==> src/rtl/dmem_arbiter_if.sv <==
// Bus bundle for the two-port DataMemory arbiter: two requester ports,
// the level-sensitive memory side and the busy status.
interface dmem_arbiter_if #(
    parameter int DW = 32
);
    logic          req0;
    logic          we0;
    logic [31:0]   addr0;
    logic [DW-1:0] wdata0;
    logic          done0;
    logic          err0;
    logic [DW-1:0] rdata0;

    logic          req1;
    logic          we1;
    logic [31:0]   addr1;
    logic [DW-1:0] wdata1;
    logic          done1;
    logic          err1;
    logic [DW-1:0] rdata1;

    logic [31:0]   DAddr;
    logic [DW-1:0] DataIn;
    logic          RD;
    logic          WR;
    logic [DW-1:0] DataOut;
    logic          busy;

    modport slave (
        input  req0, we0, addr0, wdata0,
        input  req1, we1, addr1, wdata1,
        input  DataOut,
        output done0, err0, rdata0,
        output done1, err1, rdata1,
        output DAddr, DataIn, RD, WR, busy
    );

    modport master (
        output req0, we0, addr0, wdata0,
        output req1, we1, addr1, wdata1,
        output DataOut,
        input  done0, err0, rdata0,
        input  done1, err1, rdata1,
        input  DAddr, DataIn, RD, WR, busy
    );
endinterface

==> src/rtl/dmem_arbiter.sv <==
// Round-robin arbiter giving two requesters sequential access to a
// level-sensitive DataMemory through fully registered RD/WR/DAddr/DataIn.
//
// state   | meaning
// IDLE    | waiting for req0/req1; grant latched on the edge a request is seen
// ACCESS  | address/data/enable driven to memory
// CAPTURE | enables held; read data registered at the end of this cycle
// DONE    | enables low, winner's done (and err) pulse for one cycle
module dmem_arbiter #(
    parameter int WORDS = 32,
    parameter int DW    = 32
) (
    input logic           CLK,
    input logic           Reset,
    dmem_arbiter_if.slave bus
);
    typedef enum logic [1:0] {IDLE, ACCESS, CAPTURE, DONE} state_t;

    localparam logic [31:0] WORDS_U = WORDS;

    state_t        state;
    logic          last;
    logic          win_id;
    logic          win_we;

    logic          grant_id;
    logic          sel_we;
    logic [31:0]   sel_addr;
    logic [DW-1:0] sel_wdata;

    // With a tie the port not served last wins; a lone request always wins.
    assign grant_id  = (bus.req0 && bus.req1) ? ~last : bus.req1;
    assign sel_we    = grant_id ? bus.we1    : bus.we0;
    assign sel_addr  = grant_id ? bus.addr1  : bus.addr0;
    assign sel_wdata = grant_id ? bus.wdata1 : bus.wdata0;

    assign bus.busy = (state != IDLE);

    always_ff @(posedge CLK or posedge Reset) begin
        if (Reset) begin
            state      <= IDLE;
            last       <= 1'b1;
            win_id     <= 1'b0;
            win_we     <= 1'b0;
            bus.DAddr  <= '0;
            bus.DataIn <= '0;
            bus.RD     <= 1'b0;
            bus.WR     <= 1'b0;
            bus.done0  <= 1'b0;
            bus.done1  <= 1'b0;
            bus.err0   <= 1'b0;
            bus.err1   <= 1'b0;
            bus.rdata0 <= '0;
            bus.rdata1 <= '0;
        end else begin
            bus.done0 <= 1'b0;
            bus.done1 <= 1'b0;
            bus.err0  <= 1'b0;
            bus.err1  <= 1'b0;
            case (state)
                IDLE: begin
                    if (bus.req0 || bus.req1) begin
                        win_id <= grant_id;
                        win_we <= sel_we;
                        last   <= grant_id;
                        // Out-of-range never touches memory: report straight away.
                        if (sel_addr >= WORDS_U) begin
                            state <= DONE;
                            if (grant_id) begin
                                bus.done1  <= 1'b1;
                                bus.err1   <= 1'b1;
                                bus.rdata1 <= {DW{1'b0}};
                            end else begin
                                bus.done0  <= 1'b1;
                                bus.err0   <= 1'b1;
                                bus.rdata0 <= {DW{1'b0}};
                            end
                        end else begin
                            state      <= ACCESS;
                            bus.DAddr  <= sel_addr;
                            bus.DataIn <= sel_wdata;
                            bus.RD     <= ~sel_we;
                            bus.WR     <= sel_we;
                        end
                    end
                end
                ACCESS: state <= CAPTURE;
                CAPTURE: begin
                    state  <= DONE;
                    bus.RD <= 1'b0;
                    bus.WR <= 1'b0;
                    if (win_id) begin
                        bus.done1 <= 1'b1;
                        if (!win_we) bus.rdata1 <= bus.DataOut;
                    end else begin
                        bus.done0 <= 1'b1;
                        if (!win_we) bus.rdata0 <= bus.DataOut;
                    end
                end
                DONE:    state <= IDLE;
                default: state <= IDLE;
            endcase
        end
    end
endmodule

==> src/flat_wrapper.sv <==
// flat-port wrapper written by rule: the top's interface ports become plain ports
module dmem_arbiter_flat 
#(
    parameter int WORDS = 32,
    parameter int DW    = 32
)
  (CLK, Reset, bus_req0, bus_we0, bus_addr0, bus_wdata0, bus_req1, bus_we1, bus_addr1, bus_wdata1, bus_DataOut, bus_done0, bus_err0, bus_rdata0, bus_done1, bus_err1, bus_rdata1, bus_DAddr, bus_DataIn, bus_RD, bus_WR, bus_busy);
  dmem_arbiter_if #(.DW(DW)) bus_i ();
  input logic CLK;
  input logic Reset;
  input wire logic [$bits(bus_i.req0)-1:0] bus_req0;
  input wire logic [$bits(bus_i.we0)-1:0] bus_we0;
  input wire logic [$bits(bus_i.addr0)-1:0] bus_addr0;
  input wire logic [$bits(bus_i.wdata0)-1:0] bus_wdata0;
  input wire logic [$bits(bus_i.req1)-1:0] bus_req1;
  input wire logic [$bits(bus_i.we1)-1:0] bus_we1;
  input wire logic [$bits(bus_i.addr1)-1:0] bus_addr1;
  input wire logic [$bits(bus_i.wdata1)-1:0] bus_wdata1;
  input wire logic [$bits(bus_i.DataOut)-1:0] bus_DataOut;
  output wire logic [$bits(bus_i.done0)-1:0] bus_done0;
  output wire logic [$bits(bus_i.err0)-1:0] bus_err0;
  output wire logic [$bits(bus_i.rdata0)-1:0] bus_rdata0;
  output wire logic [$bits(bus_i.done1)-1:0] bus_done1;
  output wire logic [$bits(bus_i.err1)-1:0] bus_err1;
  output wire logic [$bits(bus_i.rdata1)-1:0] bus_rdata1;
  output wire logic [$bits(bus_i.DAddr)-1:0] bus_DAddr;
  output wire logic [$bits(bus_i.DataIn)-1:0] bus_DataIn;
  output wire logic [$bits(bus_i.RD)-1:0] bus_RD;
  output wire logic [$bits(bus_i.WR)-1:0] bus_WR;
  output wire logic [$bits(bus_i.busy)-1:0] bus_busy;
  assign bus_i.req0 = bus_req0;
  assign bus_i.we0 = bus_we0;
  assign bus_i.addr0 = bus_addr0;
  assign bus_i.wdata0 = bus_wdata0;
  assign bus_i.req1 = bus_req1;
  assign bus_i.we1 = bus_we1;
  assign bus_i.addr1 = bus_addr1;
  assign bus_i.wdata1 = bus_wdata1;
  assign bus_i.DataOut = bus_DataOut;
  assign bus_done0 = bus_i.done0;
  assign bus_err0 = bus_i.err0;
  assign bus_rdata0 = bus_i.rdata0;
  assign bus_done1 = bus_i.done1;
  assign bus_err1 = bus_i.err1;
  assign bus_rdata1 = bus_i.rdata1;
  assign bus_DAddr = bus_i.DAddr;
  assign bus_DataIn = bus_i.DataIn;
  assign bus_RD = bus_i.RD;
  assign bus_WR = bus_i.WR;
  assign bus_busy = bus_i.busy;
  dmem_arbiter #(.WORDS(WORDS), .DW(DW)) u_core (.CLK(CLK), .Reset(Reset), .bus(bus_i));
endmodule
==> config.mk <==
export PLATFORM = sky130hd
export DESIGN_NAME = dmem_arbiter_flat
export DESIGN_NICKNAME = d
export VERILOG_FILES = /design/src/rtl/dmem_arbiter_if.sv /design/src/rtl/dmem_arbiter.sv /design/src/flat_wrapper.sv
export SDC_FILE = /design/constraint.sdc
export NUM_CORES = 1
export LEC_CHECK = 0
export CELL_PAD_IN_SITES_DETAIL_PLACEMENT = 0
export CELL_PAD_IN_SITES_GLOBAL_PLACEMENT = 2
export CORE_UTILIZATION = 26
export CTS_BUF_LIST = sky130_fd_sc_hd__clkbuf_2
export CTS_CLUSTER_DIAMETER = 80
export CTS_CLUSTER_SIZE = 40
export DETAILED_ROUTE_END_ITERATION = 16
export GPL_TIMING_DRIVEN = 0
export PLACE_DENSITY_LB_ADDON = 0.12
export SYNTH_ARGS = -nofsm -noshare
export SYNTH_HDL_FRONTEND = slang
export SYNTH_SLANG_ARGS = --single-unit
==> constraint.sdc <==
create_clock -name CLK -period 4.8 [get_ports CLK]
set_clock_uncertainty 0.05 [all_clocks]
set_input_delay 0.72 -clock CLK [delete_from_list [all_inputs] [get_ports CLK]]
set_output_delay 0.72 -clock CLK [all_outputs]
set_load 0.01 [all_outputs]
* Word level (Yosys, flattened, before mapping)
Index checks and enable logic that the tools add are counted.
** Storage, ports and cells
- Bits in registers :: 139
- Output and inout port bits :: 135
** Operators by class
- Magnitude comparators :: 1
- Reductions and logical operators :: 10
- Bitwise logic cells :: 3
- Equal/unequal tests :: 11
- Multiplexer cells :: 36
** Operators with widths (number)
- 32-bit 2-to-1 mux :: 11
- 32-bit case mux with 2 select lines :: 2
- 32-bit by 6-bit >= comparator with 1-bit output (second input constant) :: 1
- 1-bit 2-to-1 mux :: 16
- 6-bit AND reduction :: 2
- 2-bit by 1-bit != test with 1-bit output (second input constant) :: 4
- 2-bit != test (second input constant) :: 4
- 1-bit case mux with 2 select lines :: 4
- 2-bit case mux with 4 select lines :: 1
- 3-bit AND reduction :: 2
- 2-bit == test (second input constant) :: 2
- 2-bit 2-to-1 mux :: 2
- 2-bit nonzero test :: 2
- 1-bit NOT :: 3
- 2-bit by 1-bit == test with 1-bit output (second input constant) :: 1
- 2-bit zero test :: 1
- 2-bit AND reduction :: 1
- 1-bit logical AND :: 1
- 1-bit logical OR :: 1

* Longest topological paths before layout
- Word-level depth :: 7
- Mapped depth :: 9
- Gate-level depth less buffers :: 7

* Worst setup path after synthesis
Ideal clock, no wire load.
- Kind :: input-to-reg
- From :: input bus_addr0[27]
- To :: register u_core.bus.rdata1[0]
- Data arrival time :: 2074 ps
- Stages :: 6
- Required time :: 4625 ps
- Library setup time :: 125 ps
- Path slack :: 2551 ps
- Path buffers :: 1
- Cell sequence :: nor4_1 > nand4_1 > o221ai_4 > a21oi_4 > buf_6 > mux2_4
** Between the ends
- Word-level cells in the longest chain between the ends :: 4
** RTL lines
- start, declared :: line flat_wrapper.sv:13 : input wire logic [$bits(bus_i.addr0)-1:0] bus_addr0;
- 32-bit 2-to-1 mux :: line dmem_arbiter.sv:34 : assign sel_addr = grant_id ? bus.addr1 : bus.addr0;
- 32-bit by 6-bit >= comparator with 1-bit output :: line dmem_arbiter.sv:67 : if (sel_addr >= WORDS_U) begin
- 2-bit by 1-bit != test with 1-bit output (no line)
- 6-bit AND reduction (no line)
- end signal, assigned :: line dmem_arbiter.sv:72 : bus.rdata1 <= {DW{1'b0}};
- end signal, assigned :: line dmem_arbiter.sv:94 : if (!win_we) bus.rdata1 <= bus.DataOut;
- end, declared :: line dmem_arbiter_if.sv:34 : output done1, err1, rdata1,
Every way passes these cells.
A chain may end at the register's enable or synchronous reset.

* Worst setup path in the final report
- From :: register u_core.state[0]
- To :: output bus_busy
** Between the ends
- Word-level cells in the longest chain between the ends :: 1
** RTL lines
- start, declared :: line dmem_arbiter.sv:21 : state_t state;
- start signal, assigned :: line dmem_arbiter.sv:41 : state <= IDLE;
- start signal, assigned :: line dmem_arbiter.sv:68 : state <= DONE;
- start signal, assigned :: line dmem_arbiter.sv:79 : state <= ACCESS;
- 2-bit nonzero test :: line dmem_arbiter.sv:37 : assign bus.busy = (state != IDLE);
- end, declared :: line flat_wrapper.sv:30 : output wire logic [$bits(bus_i.busy)-1:0] bus_busy;
Every way passes these cells.

==> results by group <==
Timing
  • F_max: 330 MHz
  • RSZ-0062 raised after global routing: false
  • Final number of setup-violating endpoints: 0
  • Final period util: 63.1%
  • Worst Slack Setup Final: 1.77 ns
  • Max Slew Vio Count: 0
  • Final hold violation count: 0
  • Worst-Margin Slew: 0.720 ns
  • Min Clock Period, post-route: 3.03 ns
  • Slew headroom: 52.0%

Detailed routing
  • WL/cell: 16.7 um
  • Detail Route Antenna Nets: 0
  • DR DRC count: 0
  • Initial DRC count: 155
  • Vias per cell: 4.32
  • Vias after detailed routing: 4,857
  • WL final: 18,700 um
  • Drt pass-1 iters: 4

Clock network
  • TritonCTS Buffers: 17
  • Clock Tree Root: clkbuf_2
  • Worst skew pair latency: 0.65 ns
  • CTS tree: built
  • Hold-fix buffers, CTS: 0
  • Clock buffer depth: 2
  • Cts repair resizes: 0
  • Number of clock sinks: 139
  • Clock slew at reported path FFs: 0.24 ns
  • H-tree levels: 4
  • Setup bufs post-CTS: 0

Floorplan
  • Die width: 156 um
  • Core footprint: 0.0234 sq mm
  • IO Count: 301
  • Die height: 156 um
  • Row cnt: 56
  • Die area: 0.0244 sq mm
  • Starting Density: 26.4%

Yosys
  • Syn Area/Cell: 13.1 sq um
  • Synth Net Count: 639
  • Mapped Area: 0.00619 sq mm
  • Synth Warn #: 0
  • Yosys cell types: 34
  • Synth Register Bits: 139
  • Seq/Total Area, Yosys: 56.2%
  • Cells after Synth: 471

Min path
  • Hold Crit Class: input pin to async pin

Setup path
  • Crit-path cells: inv_1 -> ha_1 -> buf_4 -> inv_1 -> clkdlybuf4s50_1
  • Crit path DAT: 2.26 ns
  • CP max FO: 9
  • WS Path Type: flop to output port
  • CP Capture Type: output port
  • Buffers & Inverters on Critical Path: 4
  • Worst path required time: 4.03 ns
  • CP top delay family: buffers and inverters
  • Startpoint types: flop
  • Max stage delay cell, worst path: clkdlybuf4s50_1
  • Max incr delay on CP: 0.63 ns
  • Critical Path Most Common Cell: inv_1

Place
  • Dpl cells: 1,091
  • Routability cong.: 0.748
  • HPWL Detailed: 13,800 um
  • Port buffer count: 300
  • Worst slack at placement: 1.56 ns

GRT
  • Largest net degree at the start of global routing: 79
  • GRT Util Overall: 15.3%
  • Initial antenna violation count: 1
  • Grt met3 use: 6.37%
  • Vias in the first global route: 5,044
  • First-pass GRT wire length: 28,400 um
  • Met2 GRT Util: 23.9%
  • Top Usage Layer GRT: met2
  • Grt total ovfl: 0
  • Grt met1 use: 19.5%

Layout
  • Syn-to-layout area delta: 59.2%
  • Share of layout cells above drive strength 1: 15.9%
  • Fillers: 2,261
  • Finished Layout Cells: 1,124
  • Nets: 959

Power and ir drop
  • Power per Cell Area: 432 mW/mm^2
  • VDD IR-drop max: 0.000201 V
  • Pleak: 4.37 nW

Flow run
  • Max cap viols: 0

Status
  • Status: finished, final reports clean
==> stage by stage <==
step / total power (W) / instance area (sq um) / hold WS (ns) / setup TNS (ns) / util, %
2_1_floorplan: 0.00275 / 6190 / 0.410 / 0 / -
3_3_place_gp: 0.00359 / 9590 / 0.429 / -239.84 / 41.0
3_5_place_dp: 0.00363 / 9620 / 0.428 / 0 / 41.1
4_1_cts: 0.00434 / 9850 / 0.310 / 0 / 42.1
5_1_grt: 0.00453 / 9850 / 0.290 / 0 / 42.1
6_report: 0.00425 / 9850 / 0.399 / 0 / 42.1
==> per-layer routing <==
layer	routed length, um	vias to the layer above
met2	8830	185
met5	0	-
met4	182	0
met1	8210	2355
li1	-	2302
met3	1500	15
==> cells in the mapped netlist (all sizes together) <==
master  number  area, sq um
o22ai        3         25.0
and2        33          206
nor4        12         87.6
nand2b       2         12.5
ha           2         25.0
mux2i       38          380
nand4        3         18.8
clkbuf      10         37.5
mux2        64          946
o21a         1         7.51
dfrtp      138         3450
a21oi       77          408
nand4b       1         23.8
o211ai       1         7.51
inv          4         15.0
nor2b       27          169
nor3         5         25.0
o21ai        7         35.0
o211a        1         10.0
o221ai       1         26.3
nor2         6         30.0
a21boi       2         18.8
buf         21          150
dfstp        1         26.3
nand2       10         37.5
a31oi        1         6.26
==> cell type report <==
type / instances / area, sq um / share of cell area (%)
buffer: 31 / 188 / 1.91
timing repair buffer: 301 / 3030 / 30.8
clock buffer: 17 / 85.1 / 0.864
multi-input combinational: 297 / 2510 / 25.4
clock inverter: 15 / 139 / 1.41
tap: 319 / 399 / 4.05
inverter: 4 / 20.0 / 0.203
sequential: 139 / 3480 / 35.3
antenna: 1 / 2.50 / 0.0254
==> cell usage in the layout (no fill, tap or decap), types with 2 or more instances in the layout <==
cell / synthesis / layout
clkdlybuf4s50_1: 0 / 300
dfrtp_1: 138 / 138
a21oi_1: 75 / 75
mux2_4: 60 / 60
mux2i_1: 38 / 38
and2_1: 33 / 33
nor2b_1: 27 / 27
clkbuf_2: 0 / 17
buf_2: 12 / 12
nor4_1: 10 / 10
clkbuf_1: 10 / 10
nand2_1: 10 / 10
o21ai_0: 7 / 7
buf_6: 6 / 6
inv_6: 0 / 6
nor2_1: 5 / 5
nor3_1: 5 / 5
clkinv_4: 0 / 5
mux2_2: 4 / 4
buf_4: 3 / 3
inv_1: 4 / 3
nand4_1: 3 / 3
nor4_2: 2 / 2
nand2b_1: 2 / 2
o22ai_1: 2 / 2
a21oi_4: 2 / 2
ha_1: 2 / 2
clkinv_2: 0 / 2
==> power breakdown <==
group          total [W]  internal [W]  switching [W]
clock           0.000669      0.000196       0.000473
combinational    0.00201       0.00118       0.000834
sequential       0.00157       0.00143       0.000143
total            0.00425       0.00280        0.00145
==> path summary, 6_finish.rpt <==
| kind | end | slack [ns] | start | depth (start not counted) |
|---|---|---|---|---|
| worst max-delay path | bus_busy | 1.77 | u_core.state[0] | 5 |
| worst min-delay path | u_core.bus.DAddr[26] | 0.40 | Reset | 2 |
| worst max register to register | u_core.bus.rdata1[23] | 2.33 | u_core.state[0] | 9 |
| worst min register to register | u_core.win_id | 0.47 | u_core.win_id | 2 |
| max in group asynchronous | u_core.last | 3.41 | Reset | 3 |
| min in group CLK | u_core.win_id | 0.47 | u_core.win_id | 2 |
==> state kept, by name (all words and copies together), names as in the netlist, 2 cells and up <==
name / flops
u_core.bus.rdata1: 32
u_core.bus.DataIn: 32
u_core.state: 2
u_core.bus.DAddr: 32
u_core.bus.rdata0: 32
==> cells by family (layout without fill, tap and decap cells) <==
logic type | count (synthesis) | in the layout | synth area share (%)
adders and majority gates | 2 | 2 | 0.404
muxes | 102 | 102 | 21.4
DFF | 139 | 139 | 56.2
AOI/OAI and AO/OA | 94 | 94 | 8.80
buffers and inverters | 35 | 368 | 3.28
other | 0 | 1 | 0
and+or+nand+nor | 99 | 99 | 9.87
==> worst reg2reg max path: cells and delay by family (launching register included) <==
| family | cells | cell delay, ns |
|---|---|---|
| buffers and inverters | 4 | 0.63 |
| DFF | 1 | 0.42 |
| and+or+nand+nor | 1 | 0.30 |
| AOI/OAI and AO/OA | 2 | 0.53 |
| muxes | 1 | 0.32 |
| adders and majority gates | 1 | 0.14 |
(Power assumes the default switching activity.)
